===== config.mk =====
export PLATFORM = sky130hd
export DESIGN_NAME = wb_sram_slave
export DESIGN_NICKNAME = d
export VERILOG_FILES = /design/src/rtl/wb_sram_slave.sv
export SDC_FILE = /design/constraint.sdc
export NUM_CORES = 1
export LEC_CHECK = 0
export BUFFER_PORTS_ARGS = -buffer_cell sky130_fd_sc_hd__buf_2
export CORE_MARGIN = 1
export CORE_UTILIZATION = 51
export CTS_CLUSTER_SIZE = 24
export DETAILED_ROUTE_END_ITERATION = 7
export PLACE_DENSITY = 0.84
export SETUP_SLACK_MARGIN = 0.2
export SLEW_MARGIN = 20
export SYNTH_ARGS = -nofsm -noshare
export SYNTH_HDL_FRONTEND = slang
export SYNTH_SLANG_ARGS = --single-unit

===== constraint.sdc =====
create_clock -name wb_clk_i -period 4.3 [get_ports wb_clk_i]
set_input_delay 0.215 -clock wb_clk_i [delete_from_list [all_inputs] [get_ports wb_clk_i]]
set_output_delay 0.215 -clock wb_clk_i [all_outputs]
set_load 0.01 [all_outputs]

===== src/rtl/wb_sram_slave.sv =====
`default_nettype none
// ============================================================================
// wb_sram_slave : Wishbone classic-cycle slave driving an asynchronous 8-bit
//                 SRAM with programmable read/write access lengths.
// Rev 1.0
// ============================================================================
module wb_sram_slave #(
   parameter int ADDR_W  = 16,
   parameter int RD_WAIT = 2,
   parameter int WR_WAIT = 2
) (
   input  logic              wb_clk_i,
   input  logic              wb_rst_ni,
   input  logic [ADDR_W-1:0] wb_adr_i,
   input  logic [7:0]        wb_dat_i,
   output logic [7:0]        wb_dat_o,
   input  logic              wb_we_i,
   input  logic              wb_stb_i,
   input  logic              wb_cyc_i,
   output logic              wb_ack_o,
   output logic [ADDR_W-1:0] sram_a_o,
   output logic [7:0]        sram_dq_o,
   input  logic [7:0]        sram_dq_i,
   output logic              sram_dq_oe_o,
   output logic              sram_ce_n_o,
   output logic              sram_oe_n_o,
   output logic              sram_we_n_o
);

   localparam int RD_EFF  = (RD_WAIT < 1) ? 1 : RD_WAIT;
   localparam int WR_EFF  = (WR_WAIT < 1) ? 1 : WR_WAIT;
   localparam int MAX_EFF = (RD_EFF > WR_EFF) ? RD_EFF : WR_EFF;
   localparam int CNT_W   = $clog2(MAX_EFF + 1);

   localparam logic [CNT_W-1:0] RD_LOAD = CNT_W'(RD_EFF);
   localparam logic [CNT_W-1:0] WR_LOAD = CNT_W'(WR_EFF);
   localparam logic [CNT_W-1:0] CNT_ONE = CNT_W'(1);

   typedef enum logic [2:0] {
      ST_IDLE    = 3'd0,
      ST_SETUP   = 3'd1,
      ST_ACCESS  = 3'd2,
      ST_ACK     = 3'd3,
      ST_RECOVER = 3'd4
   } state_t;

   state_t             state_q, state_d;
   logic [CNT_W-1:0]   cnt_q, cnt_d;
   logic               we_q, we_d;
   logic               ack_q, ack_d;
   logic [7:0]         dat_q, dat_d;
   logic [ADDR_W-1:0]  a_q, a_d;
   logic [7:0]         dq_q, dq_d;
   logic               dq_oe_q, dq_oe_d;
   logic               ce_n_q, ce_n_d;
   logic               oe_n_q, oe_n_d;
   logic               we_n_q, we_n_d;

   always_ff @(posedge wb_clk_i) begin
      if (!wb_rst_ni) begin
         state_q <= ST_IDLE;
         cnt_q   <= CNT_ONE;
         we_q    <= 1'b0;
         ack_q   <= 1'b0;
         dat_q   <= 8'h00;
         a_q     <= '0;
         dq_q    <= 8'h00;
         dq_oe_q <= 1'b0;
         ce_n_q  <= 1'b1;
         oe_n_q  <= 1'b1;
         we_n_q  <= 1'b1;
      end else begin
         state_q <= state_d;
         cnt_q   <= cnt_d;
         we_q    <= we_d;
         ack_q   <= ack_d;
         dat_q   <= dat_d;
         a_q     <= a_d;
         dq_q    <= dq_d;
         dq_oe_q <= dq_oe_d;
         ce_n_q  <= ce_n_d;
         oe_n_q  <= oe_n_d;
         we_n_q  <= we_n_d;
      end
   end

   // Strobe registers carry the values for the state being entered, so every
   // branch sets them for state_d rather than for state_q.
   always_comb begin
      state_d = state_q;
      cnt_d   = cnt_q;
      we_d    = we_q;
      dat_d   = dat_q;
      a_d     = a_q;
      dq_d    = dq_q;
      ack_d   = 1'b0;
      dq_oe_d = 1'b0;
      ce_n_d  = 1'b1;
      oe_n_d  = 1'b1;
      we_n_d  = 1'b1;

      case (state_q)
         ST_IDLE: begin
            if (wb_cyc_i && wb_stb_i) begin
               state_d = ST_SETUP;
               a_d     = wb_adr_i;
               dq_d    = wb_dat_i;
               we_d    = wb_we_i;
               ce_n_d  = 1'b0;
               oe_n_d  = wb_we_i;
               dq_oe_d = wb_we_i;
            end
         end

         ST_SETUP: begin
            if (!wb_cyc_i) begin
               state_d = ST_RECOVER;
            end else begin
               state_d = ST_ACCESS;
               cnt_d   = we_q ? WR_LOAD : RD_LOAD;
               ce_n_d  = 1'b0;
               oe_n_d  = we_q;
               we_n_d  = !we_q;
               dq_oe_d = we_q;
            end
         end

         ST_ACCESS: begin
            if (!wb_cyc_i) begin
               state_d = ST_RECOVER;
            end else if (cnt_q <= CNT_ONE) begin
               state_d = ST_ACK;
               ack_d   = 1'b1;
               ce_n_d  = 1'b0;
               dq_oe_d = we_q;
               if (!we_q) begin
                  dat_d = sram_dq_i;
               end
            end else begin
               cnt_d   = cnt_q - CNT_ONE;
               ce_n_d  = 1'b0;
               oe_n_d  = we_q;
               we_n_d  = !we_q;
               dq_oe_d = we_q;
            end
         end

         ST_ACK: begin
            state_d = ST_RECOVER;
         end

         ST_RECOVER: begin
            state_d = ST_IDLE;
         end

         default: begin
            state_d = ST_IDLE;
         end
      endcase
   end

   assign wb_dat_o     = dat_q;
   assign wb_ack_o     = ack_q;
   assign sram_a_o     = a_q;
   assign sram_dq_o    = dq_q;
   assign sram_dq_oe_o = dq_oe_q;
   assign sram_ce_n_o  = ce_n_q;
   assign sram_oe_n_o  = oe_n_q;
   assign sram_we_n_o  = we_n_q;

endmodule
`default_nettype wire


## Word level (Yosys, flattened, before mapping)

Cells that the tools add are included.

- Bits in registers: 43
- Logic and storage cells: 57
- Input bits: 37

- Add/sub/neg operators: 1
- Reductions and logical operators: 10
- Bitwise gates (word level): 1
- Mux-type cells: 25
- Equality and inequality tests: 8
- $lt $le $gt $ge: 1

Operator list:

| cell | count |
|---|---|
| 1-bit 2-to-1 mux | 12 |
| 3-bit 2-to-1 mux | 4 |
| 3-bit case mux with 4 select lines | 1 |
| 2-bit != test, second input constant | 4 |
| 4-bit AND reduction | 2 |
| 3-bit by 2-bit equality test with 1-bit output, second input constant | 2 |
| 2-bit 2-to-1 mux | 3 |
| 1-bit case mux with 2 select lines | 3 |
| 2-bit case mux with 2 select lines | 1 |
| 2-bit AND reduction | 2 |
| 3-bit by 1-bit equality test with 1-bit output, second input constant | 1 |
| 3-bit logical NOT | 1 |
| 3-bit != test, second input constant | 1 |
| 1-bit case mux with 3 select lines | 1 |
| 3-bit AND reduction | 1 |
| 2-bit by 1-bit <= comparator with 1-bit output, second input constant | 1 |
| 2-bit nonzero test | 1 |
| 2-bit OR reduction | 1 |
| 2-bit by 1-bit subtractor with 2-bit output, second input constant | 1 |
| 1-bit logical AND | 1 |
| 1-bit logical NOT | 1 |
| 1-bit inverter | 1 |

## Longest topological paths before layout

Gate-level depths: netlist (run 1).

- Depth in word-level cells: 4
- Gate-level depth with buffers: 6
- Mapped depth without buffers: 5

## Worst setup path after synthesis (run 1)

Ideal clock, no wire load.

- Path type: flip-flop to flip-flop
- Start point: reg cnt_q[1]
- End point: reg cnt_q[0]
- Library setup time: 0.134 ns
- Path buffers: 0
- Period minus slack after synthesis: 1.448 ns
- Slack: 2.852 ns
- Data required time: 4.166 ns
- Data arrival time: 1.314 ns
- Stages on the path, launching flop included: 6
- Path through: dfxtp_1 > inv_1 > ha_1 > and3b_2 > nor3b_1 > or4_1

- Cells in the longest elaborated chain, start to end: 3

Ends and longest elaborated chain:

| what | line | source |
|---|---|---|
| from (decl) | 48 | `logic [CNT_W-1:0] cnt_q, cnt_d;` |
| from (signal assigned) | 74 | `cnt_q <= cnt_d;` |
| 2-bit by 1-bit <= comparator with 1-bit output | 131 | `end else if (cnt_q <= CNT_ONE) begin` |
| 2-bit != test (no line) | - |  |
| 4-bit AND reduction (no line) | - |  |

No other way between the ends.
A chain may end at the register's enable or synchronous reset.

## Worst setup path in the final report (run 1)

- Start point: reg state_q[0]
- End point: reg dq_q[0], in the netlist sram_dq_o[0]

- Cells in the longest elaborated chain, start to end: 2

Ends and longest elaborated chain:

| what | line | source |
|---|---|---|
| from (decl) | 47 | `state_t state_q, state_d;` |
| from (signal assigned) | 73 | `state_q <= state_d;` |
| 3-bit logical NOT | 102 | `case (state_q)` |
| 2-bit AND reduction (no line) | - |  |
| to (signal assigned) | 79 | `dq_q <= dq_d;` |
| to (decl) | 53 | `logic [7:0] dq_q, dq_d;` |

No other way between the ends.

==> results of run 1 <==
[state kept, by name (all words and copies together), names as in the netlist]
signal	count
state_q	3
sram_dq_o	8
sram_dq_oe_o	1
sram_we_n_o	1
sram_oe_n_o	1
wb_ack_o	1
we_q	1
sram_ce_n_o	1
cnt_q	2
wb_dat_o	8
sram_a_o	16
[critical path, delay by kind of cell (launching register included)]
family / cells / cell delay (ns)
buffers and inverters: 1 / 0.38
multiplexers: 1 / 0.22
AND/OR/NAND/NOR: 2 / 0.80
flip-flops: 1 / 0.44
[layout make-up]
cell class	count	share of cell area, %
multi-input combinational	137	37.97
sequential	43	39.40
timing repair buffer	74	17.18
inverter	3	0.5155
tap	46	2.635
clock inverter	1	0.2291
clock buffer	7	2.062
[worst paths after layout]
| check | start | to | slack, ns | depth (start not counted) |
|---|---|---|---|---|
| worst max-delay path | state_q[0] | sram_dq_o[0] | 2.38 | 4 |
| worst min register to register | sram_dq_o[1] | sram_dq_o[1] | 0.46 | 2 |
| worst max register to register | state_q[0] | sram_dq_o[0] | 2.38 | 4 |
| worst min-delay path | wb_adr_i[3] | sram_a_o[3] | 0.11 | 3 |
[power by group through the flow]
stage / combinational (mW) / clock [mW] / sequential, mW
after floorplan: 0.0543 / 0 / 0.438
after global placement: 0.0903 / 0 / 0.433
after detailed placement: 0.0919 / 0 / 0.433
after CTS: 0.0919 / 0.188 / 0.424
after global routing: 0.103 / 0.211 / 0.427
final: 0.0916 / 0.182 / 0.424
[cells in the mapped netlist, types with 2 or more instances]
| cell type | count | area, sq um |
|---|---|---|
| o21ai_0 | 2 | 10.01 |
| nand2b_1 | 2 | 12.51 |
| a211oi_1 | 2 | 15.01 |
| nor2_1 | 4 | 15.01 |
| clkbuf_1 | 6 | 22.52 |
| dfxtp_1 | 43 | 860.8 |
| and3_1 | 3 | 18.77 |
| nor3_1 | 2 | 10.01 |
| buf_2 | 2 | 10.01 |
| buf_6 | 4 | 45.04 |
| nor2b_1 | 2 | 12.51 |
| buf_4 | 3 | 22.52 |
| mux2i_1 | 32 | 320.3 |
| nand2_1 | 67 | 251.5 |
| inv_1 | 3 | 11.26 |
[cell families (layout without fill, tap and decap cells)]
group / after synthesis / in the layout
compound gates: 12 / 12
mux: 32 / 32
xor+xnor: 1 / 1
flops: 43 / 43
fa+ha+maj: 1 / 1
simple gates: 91 / 91
buf+inv: 18 / 85
[layer usage]
layer | GRT usage [%] | up-vias
li1 | - | 788
met1 | 25.16 | 672
met2 | 29.35 | 57
met3 | 5.462 | 4
met4 | 7.937 | 0
met5 | 0 | -
==> metrics, run 1 <==
status completed; Pre-antenna DRT Iters 4; Sequential Area roughly 860 sq um; IO Count 74; H-tree levels 2; type of the worst setup path reg -> reg; vias per cell between 4 and 5; Syn-to-layout area delta 21.25%; Fill cells approximately 290; count of final setup violators 0; setup slack after layout 2.376 ns; Peak supply drop about 0.00021 V; setup TNS 0 ns; Die X just over 60 microns; Cells after DPL a little over 300; GRT Util Overall 19.06%; Seq/Total Area, Yosys a little under half; multi-input logic area 829.5 sq um; CTS Root Cell clkbuf_4; post-cts sizing count 0; Synth Warn # 0; worst clock skew approximately 0.0069 ns; met2 wire length approximately 1500 microns; Reg power frac roughly three fifths; Hold Crit Class in -> reg; diode count 0; clk slew on worst S/H paths roughly 0.12 ns; RSZ-0062 raised after global routing no; Rows 21; net switching power about 180 uW; global-route wire length before repair about 5300 microns; Pwr Total ~700 uW; WL met1 around 1700 microns; Starting Density 53.57%; Synth Area in Compound Gates 4.653%; Crit path required time between 4 and 5 ns; crit path DAT 2.19 ns; Clock Sinks 43; Util after Layout around two thirds; final instance area between 2000 and 2500 sq um; critical path's slowest cell and3_1; fin nets approximately 300; ys async rst share 0%; worst skew pair latency between 0.3 and 0.4 ns; Worst setup SP type flop; Final Max Tran Viols 0; Placeable Area 3363 sq um; CTS tree built; highest-count cells in the layout ignoring fill and taps buf_2, nand2_1, dfxtp_1; synth unique cells 36; DR top layer met4; Pint ~520 uW; Wirelength per Cell about 11 microns; Post-Syn Nets roughly 240; number of global-route vias before repair 1267; cell count after synthesis 198; layout cells sized above 1 around 31%; initial DRC count 71; Max clock buf depth 2; commonest non-fill, non-tap cell in the layout buf_2; slowest stage delay, CP slightly below 0.6 ns; post-detail-place hpwl ~2500 microns; # Post-CTS Setup Buffers 0; Post-Layout Cell Count ~310; worst-path cell chain nor2_2 -> and3_1 -> buf_4 -> mux2i_1; Remaining DRCs 0; Final Hold Viols 0; routability cong. about 0.83; Synth Area in Adders less than 1%; gr ovfl total 0; worst slew pin tran between 0.6 and 0.7 ns; Post-DRT Antenna Nets 0; Clock Power Share about a quarter; largest family of logic cells by synthesized area simple AND/OR/NAND/NOR gates; period utilization around 45%; sw frac approximately 25%; setup slack at placement roughly 2.4 ns; Die Ht 61.44 microns; initial antenna violation count 0; Port Buf Inserts between 70 and 80; Crit. End Element flop; mux cell area share after synthesis about 18%; Placed Area 2132 sq um; power share of the combinational group roughly an eighth; Most used DFF post-synth dfxtp_1; Max Cap Viol 0; Achievable Freq between 500 and 600 MHz; met3 wire len roughly 220 microns; crit path max fanout 15; EDFF count, synth 0; synthesized flop and latch total 43; pwr/cell area 319.2 nW/um^2; XOR/XNOR Fraction of Synth Area less than 1%; drt total wl approximately 3500 microns; Post-Synth Simple-Gate Area approximately 22%; Cell Area, Synth 1802 sq um; largest net degree at the start of global routing 70; Vias roughly 1500; LEAKAGE just over 1 nW; cts bufs inserted 5; final worst path period need 1.924 ns; total die area 3774 sq um; Post-CTS Hold Fix Bufs 0; worst hold margin between 0.1 and 0.15 ns; max_slew headroom about three fifths; Syn Area/Cell a little over 9 sq um
Power figures use the tool's default switching activity.
==> run 2: changes to the inputs <==
Settings changed: CORE_UTILIZATION 51 to 43, PLACE_DENSITY 0.84 to 0.75.
Clock period 4.3 ns to 1.5 ns, I/O delays scaled along.
==> run 2 against run 1 <==
Against the previous run:
- sequential cell count did not move
- design area rose by 7.4%
- via count grew 1.6%
- count of clock-buffer cells in the layout stayed put
- non-clock buffer count grew 7
- critical endpoint is now cnt_q[0]
- largest cell class is now multi-input gates
==> metrics, run 2 (synthesis results as in run 1) <==
status completed; Final Hold Viols 0 (unchanged); Max Cap Viol 0 (unchanged); max_slew headroom 62.37% (+4.3 points); Crit path required time 1.66 ns (-2.91 ns); routability cong. 0.8717 (+4.4%); worst skew pair latency 0.29 ns (-0.05 ns); type of the worst setup path reg -> reg; drt total wl 3752 microns (+7.7%); Port Buf Inserts 73 (unchanged); initial antenna violation count 0 (unchanged); multi-input logic area 868.3 sq um (+4.7%); highest-count cells in the layout ignoring fill and taps buf_2, nand2_1, dfxtp_1; Sequential Area 865.8 sq um (+0.58%); fin nets 309 (+2.3%); max FFs per register 16 (unchanged); Crit. End Element flop; clk slew on worst S/H paths 0.08 ns (-0.04 ns); cts bufs inserted 5 (unchanged); layout cells sized above 1 37.50% (+6.2 points); Placeable Area 4000 sq um (+19%); commonest non-fill, non-tap cell in the layout buf_2; crit path DAT 1.62 ns (-0.57 ns); Fill cells 378 (+29%); Pre-antenna DRT Iters 7 (+3); gr ovfl total 0 (unchanged); worst clock skew 0.003101 ns (-0.003787 ns); Post-DRT Antenna Nets 0 (unchanged); Die Ht 66.73 microns (+8.6%); GRT Util Overall 17.21% (-1.9 points); Final Max Tran Viols 0 (unchanged); Die X 66.73 microns (+8.6%); IO Count 74 (unchanged); Remaining DRCs 0 (unchanged); Clock Sinks 43 (unchanged); worst hold margin 0.02341 ns (-0.08682 ns); initial DRC count 72 (+1.4%); largest net degree at the start of global routing 65 (-7.1%); Cells after DPL 312 (+3.0%); count of final setup violators 0 (unchanged); crit path max fanout 4 (-11); setup slack after layout 0.04004 ns (-2.336 ns); vias per cell 4.798 (-1.9%); RSZ-0062 raised after global routing yes; diode count 0 (unchanged); period utilization 97.33% (+53 points); final worst path period need 1.460 ns (-0.4638 ns); H-tree levels 2 (unchanged); Max clock buf depth 2 (unchanged); Vias 1545 (+1.6%); post-detail-place hpwl 2633 microns (+6.9%); number of global-route vias before repair 1261 (-0.47%); Achievable Freq 684.9 MHz (+32%); total die area 4453 sq um (+18%); Post-Layout Cell Count 322 (+3.5%); setup slack at placement 0.03122 ns (-2.361 ns); Starting Density 45.04% (-8.5 points); worst slew pin tran 0.5644 ns (-0.06472 ns); CTS Root Cell clkbuf_8; Worst setup SP type flop; Peak supply drop 0.0005619 V (+160%); global-route wire length before repair 5754 microns (+7.6%); pwr/cell area 938.3 nW/um^2 (+190%); Hold Crit Class in -> reg; LEAKAGE 1.086 nW (+6.3%); Syn-to-layout area delta 30.28%; Wirelength per Cell 11.65 microns (+4.0%); CTS tree built; Rows 23 (+9.5%)
-- run 2: layer usage --
layer | GRT usage, % | wire [microns] | share of wire (%)
met4 | 8.511 | 74 | 2.0
met2 | 26.14 | 1681 | 45
met5 | 0 | 0 | 0
met1 | 21.80 | 1720 | 46
met3 | 5.308 | 276 | 7.4
-- run 2: where the power goes --
part / internal, mW / switching (mW) / total (mW)
logic: 0.140 / 0.151 / 0.291
registers: 1.19 / 0.0250 / 1.21
clock network: 0.327 / 0.372 / 0.699
-- run 2: layout make-up --
type                            instances  area share [%]
Clock buffer                            7           3.252
Clock inverter                          1          0.2132
Inverter                                3          0.4797
Multi-Input combinational cell        137           36.99
Sequential cell                        43           36.89
Tap cell                               50           2.665
Timing Repair Buffer                   81           19.51
-- run 2: path summary, 6_finish.rpt --
path                     start            to  cells after the start  slack (ns)
hold reg to reg           we_q   sram_we_n_o                      1        0.46
hold / removal    wb_adr_i[12]  sram_a_o[12]                      3        0.02
setup / recovery      cnt_q[1]      cnt_q[0]                      5        0.04
setup reg to reg      cnt_q[1]      cnt_q[0]                      5        0.04
-- run 2: worst max-delay path: stages, from the launching register on --
cell and delay [ns]:
dfxtp_2 0.34, inv_2 0.06, ha_4 0.11, and3b_2 0.21
and3_1 0.14, or4_1 0.47
-- run 2: timing repair --
action                                  4_1_cts  5_1_grt
endpoints found under the setup margin       24       32
hold buffers                                  0        0
cloned                                        0        0
gates resized for setup                       6        8
setup buffers                                 2        0
pin swaps                                     2        3
-- run 2: through the flow --
| stage | area [sq um] | power (mW) | setup TNS (ns) | utilization, % |
|---|---|---|---|---|
| 3_5_place_dp | 2203 | 1.522 | 0 | 55.08 |
| 4_1_cts | 2315 | 2.214 | 0 | 57.87 |
| 2_1_floorplan | 1805 | 1.412 | 0 | - |
| 6_report | 2347 | 2.203 | 0 | 58.68 |
| 5_1_grt | 2347 | 2.302 | -0.006348 | 58.68 |
| 3_3_place_gp | 2203 | 1.518 | 0 | 55.08 |
==> run 3: changes to the inputs <==
Settings changed: PLACE_DENSITY 0.75 to 0.78.
==> run 3 against run 2 <==
Against the previous run:
- clock power rose by 2%
- hold slack got worse by 0.0044 ns
- final cell count rose by 0.93%
- register-to-register slack better by 0.05 ns
- fmax is 3.2% higher
- first-iteration DRC count rose by 42%
- die area is the same
- count of clock-buffer cells in the layout decreased by 1
- critical endpoint unchanged
- largest power group unchanged
==> metrics, run 3 (synthesis results as in run 1) <==
Clock Power Share 31.9% (+0.2 points); CP delay by family, top simple AND/OR/NAND/NOR gates; status completed; clk slew on worst S/H paths 0.08 ns (about the same); count of final setup violators 0 (unchanged); highest-count cells in the layout ignoring fill and taps buf_2, nand2_1, dfxtp_1; Pint 1.669 mW (+0.84%); Achievable Freq 707.0 MHz (+3.2%); worst clock skew 0.008589 ns (+0.005488 ns); Bufs and invs on worst path 1 (unchanged); drt total wl 4019 microns (+7.1%); period utilization 94.29% (-3.0 points); RSZ-0062 raised after global routing yes; Starting Density 45.04% (unchanged); Die X 66.73 microns (unchanged); number of global-route vias before repair 1346 (+6.7%); Pre-antenna DRT Iters 4 (-3); LEAKAGE 1.105 nW (+1.7%); CTS Root Cell clkbuf_8; Crit path required time 1.67 ns (about the same); Peak supply drop 0.0005546 V (-1.3%); Placeable Area 4000 sq um (unchanged); global-route wire length before repair 5954 microns (+3.5%); Crit path depth 5 (unchanged); Post-DRT Antenna Nets 0 (unchanged); Post-CTS Hold Fix Bufs 0 (unchanged); Max clock buf depth 2 (unchanged); total die area 4453 sq um (unchanged); commonest non-fill, non-tap cell in the layout buf_2; max_slew headroom 69.35% (+7.0 points); power share of the combinational group 13.8% (+0.6 points); Reg power frac 54.3% (-0.8 points); setup slack after layout 0.08566 ns (+0.04563 ns); diode count 0 (unchanged); post-detail-place hpwl 2801 microns (+6.4%); Syn-to-layout area delta 32.08%; Wirelength per Cell 12.37 microns (+6.1%); vias per cell 4.871 (+1.5%); Final Max Tran Viols 0 (unchanged); Crit. End Element flop; gr ovfl total 0 (unchanged); worst slew pin tran 0.4597 ns (-0.1047 ns); Worst setup SP type flop; critical path's slowest cell or4_1; worst skew pair latency 0.29 ns (about the same); worst-path cell chain inv_2 -> ha_4 -> and3b_2 -> nor3b_2 -> or4_1; Worst R2R Path Depth 5 (unchanged); max FFs per register 16 (unchanged); crit path DAT 1.59 ns (-0.03 ns); initial antenna violation count 0 (unchanged); Hold Path Stages 3 (unchanged); fin nets 312 (+0.97%); Max Cap Viol 0 (unchanged); H-tree levels 2 (unchanged); GRT Util Overall 17.78% (+0.58 points); setup TNS 0 ns (unchanged); largest net degree at the start of global routing 53 (-18%); CTS tree built; net switching power 566.5 uW (+3.4%); Rows 23 (unchanged); Hold Crit Class in -> reg; Remaining DRCs 0 (unchanged); Final Hold Viols 0 (unchanged); Clock Sinks 43 (unchanged); setup slack at placement 0.05044 ns (+0.01921 ns); initial DRC count 102 (+42%); crit path max fanout 3 (-1); type of the worst setup path reg -> reg; Die Ht 66.73 microns (unchanged); sw frac 25.34% (+0.47 points); routability cong. 0.8624 (-1.1%); Port Buf Inserts 73 (unchanged); final worst path period need 1.414 ns (-0.04563 ns); cts bufs inserted 5 (unchanged); IO Count 74 (unchanged); layout cells sized above 1 38.18% (+0.68 points); slowest stage delay, CP 0.49 ns (+0.02 ns); Vias 1583 (+2.5%); pwr/cell area 939.2 nW/um^2 (about the same)
-- run 3: what timing repair did --
item	CTS	global route
cloned	1	0
resized for setup	6	7
buffers inserted	2	2
pin swaps	1	1
setup endpoints to repair	13	33
-- run 3: worst paths after layout --
check / from / end / slack (ns)
max: cnt_q[1] / cnt_q[0] / 0.09
min: wb_adr_i[15] / sram_a_o[15] / 0.02
max reg2reg: cnt_q[1] / cnt_q[0] / 0.09
min reg2reg: sram_a_o[3] / sram_a_o[3] / 0.45
-- run 3: stage by stage --
stage	std cells	hold slack, ns	util (%)	cell area, sq um	power, mW
global route	325	0.01118	59.49	2380	2.333
global placement	312	0.3216	54.77	2191	1.513
finish	325	0.01899	59.49	2380	2.235
CTS	323	0.01003	58.55	2342	2.243
floorplan	198	0.2171	-	1805	1.412
detailed placement	312	0.3266	54.77	2191	1.520
-- run 3: power by group through the flow --
stage                     Combinational [mW]  Sequential [mW]  Clock [mW]
after floorplan                        0.156             1.26           0
after global placement                 0.276             1.24           0
after detailed placement               0.281             1.24           0
after CTS                              0.302             1.21       0.728
after global routing                   0.338             1.22       0.776
final                                  0.308             1.21       0.713
-- run 3: routing by layer --
layer / track usage (%) / vias to the layer above / share of wire, %
met3: 4.623 / 3 / 5.5
li1: - / 807 / -
met2: 28.54 / 49 / 48
met4: 6.383 / 0 / 0.65
met5: 0 / - / 0
met1: 22.75 / 724 / 46
-- run 3: cell type report --
cell class	count	area, sq um
fill	374	1620
multi-input combinational	137	869.6
sequential	43	865.8
timing repair buffer	84	485.5
clock buffer	6	72.57
tap	50	62.56
clock inverter	2	12.51
inverter	3	11.26
-- run 3: worst reg2reg max path: stages (launching register included) --
cell and delay [ns]:
dfxtp_2 0.33, inv_2 0.04, ha_4 0.14, and3b_2 0.25, nor3b_2 0.05, or4_1 0.49
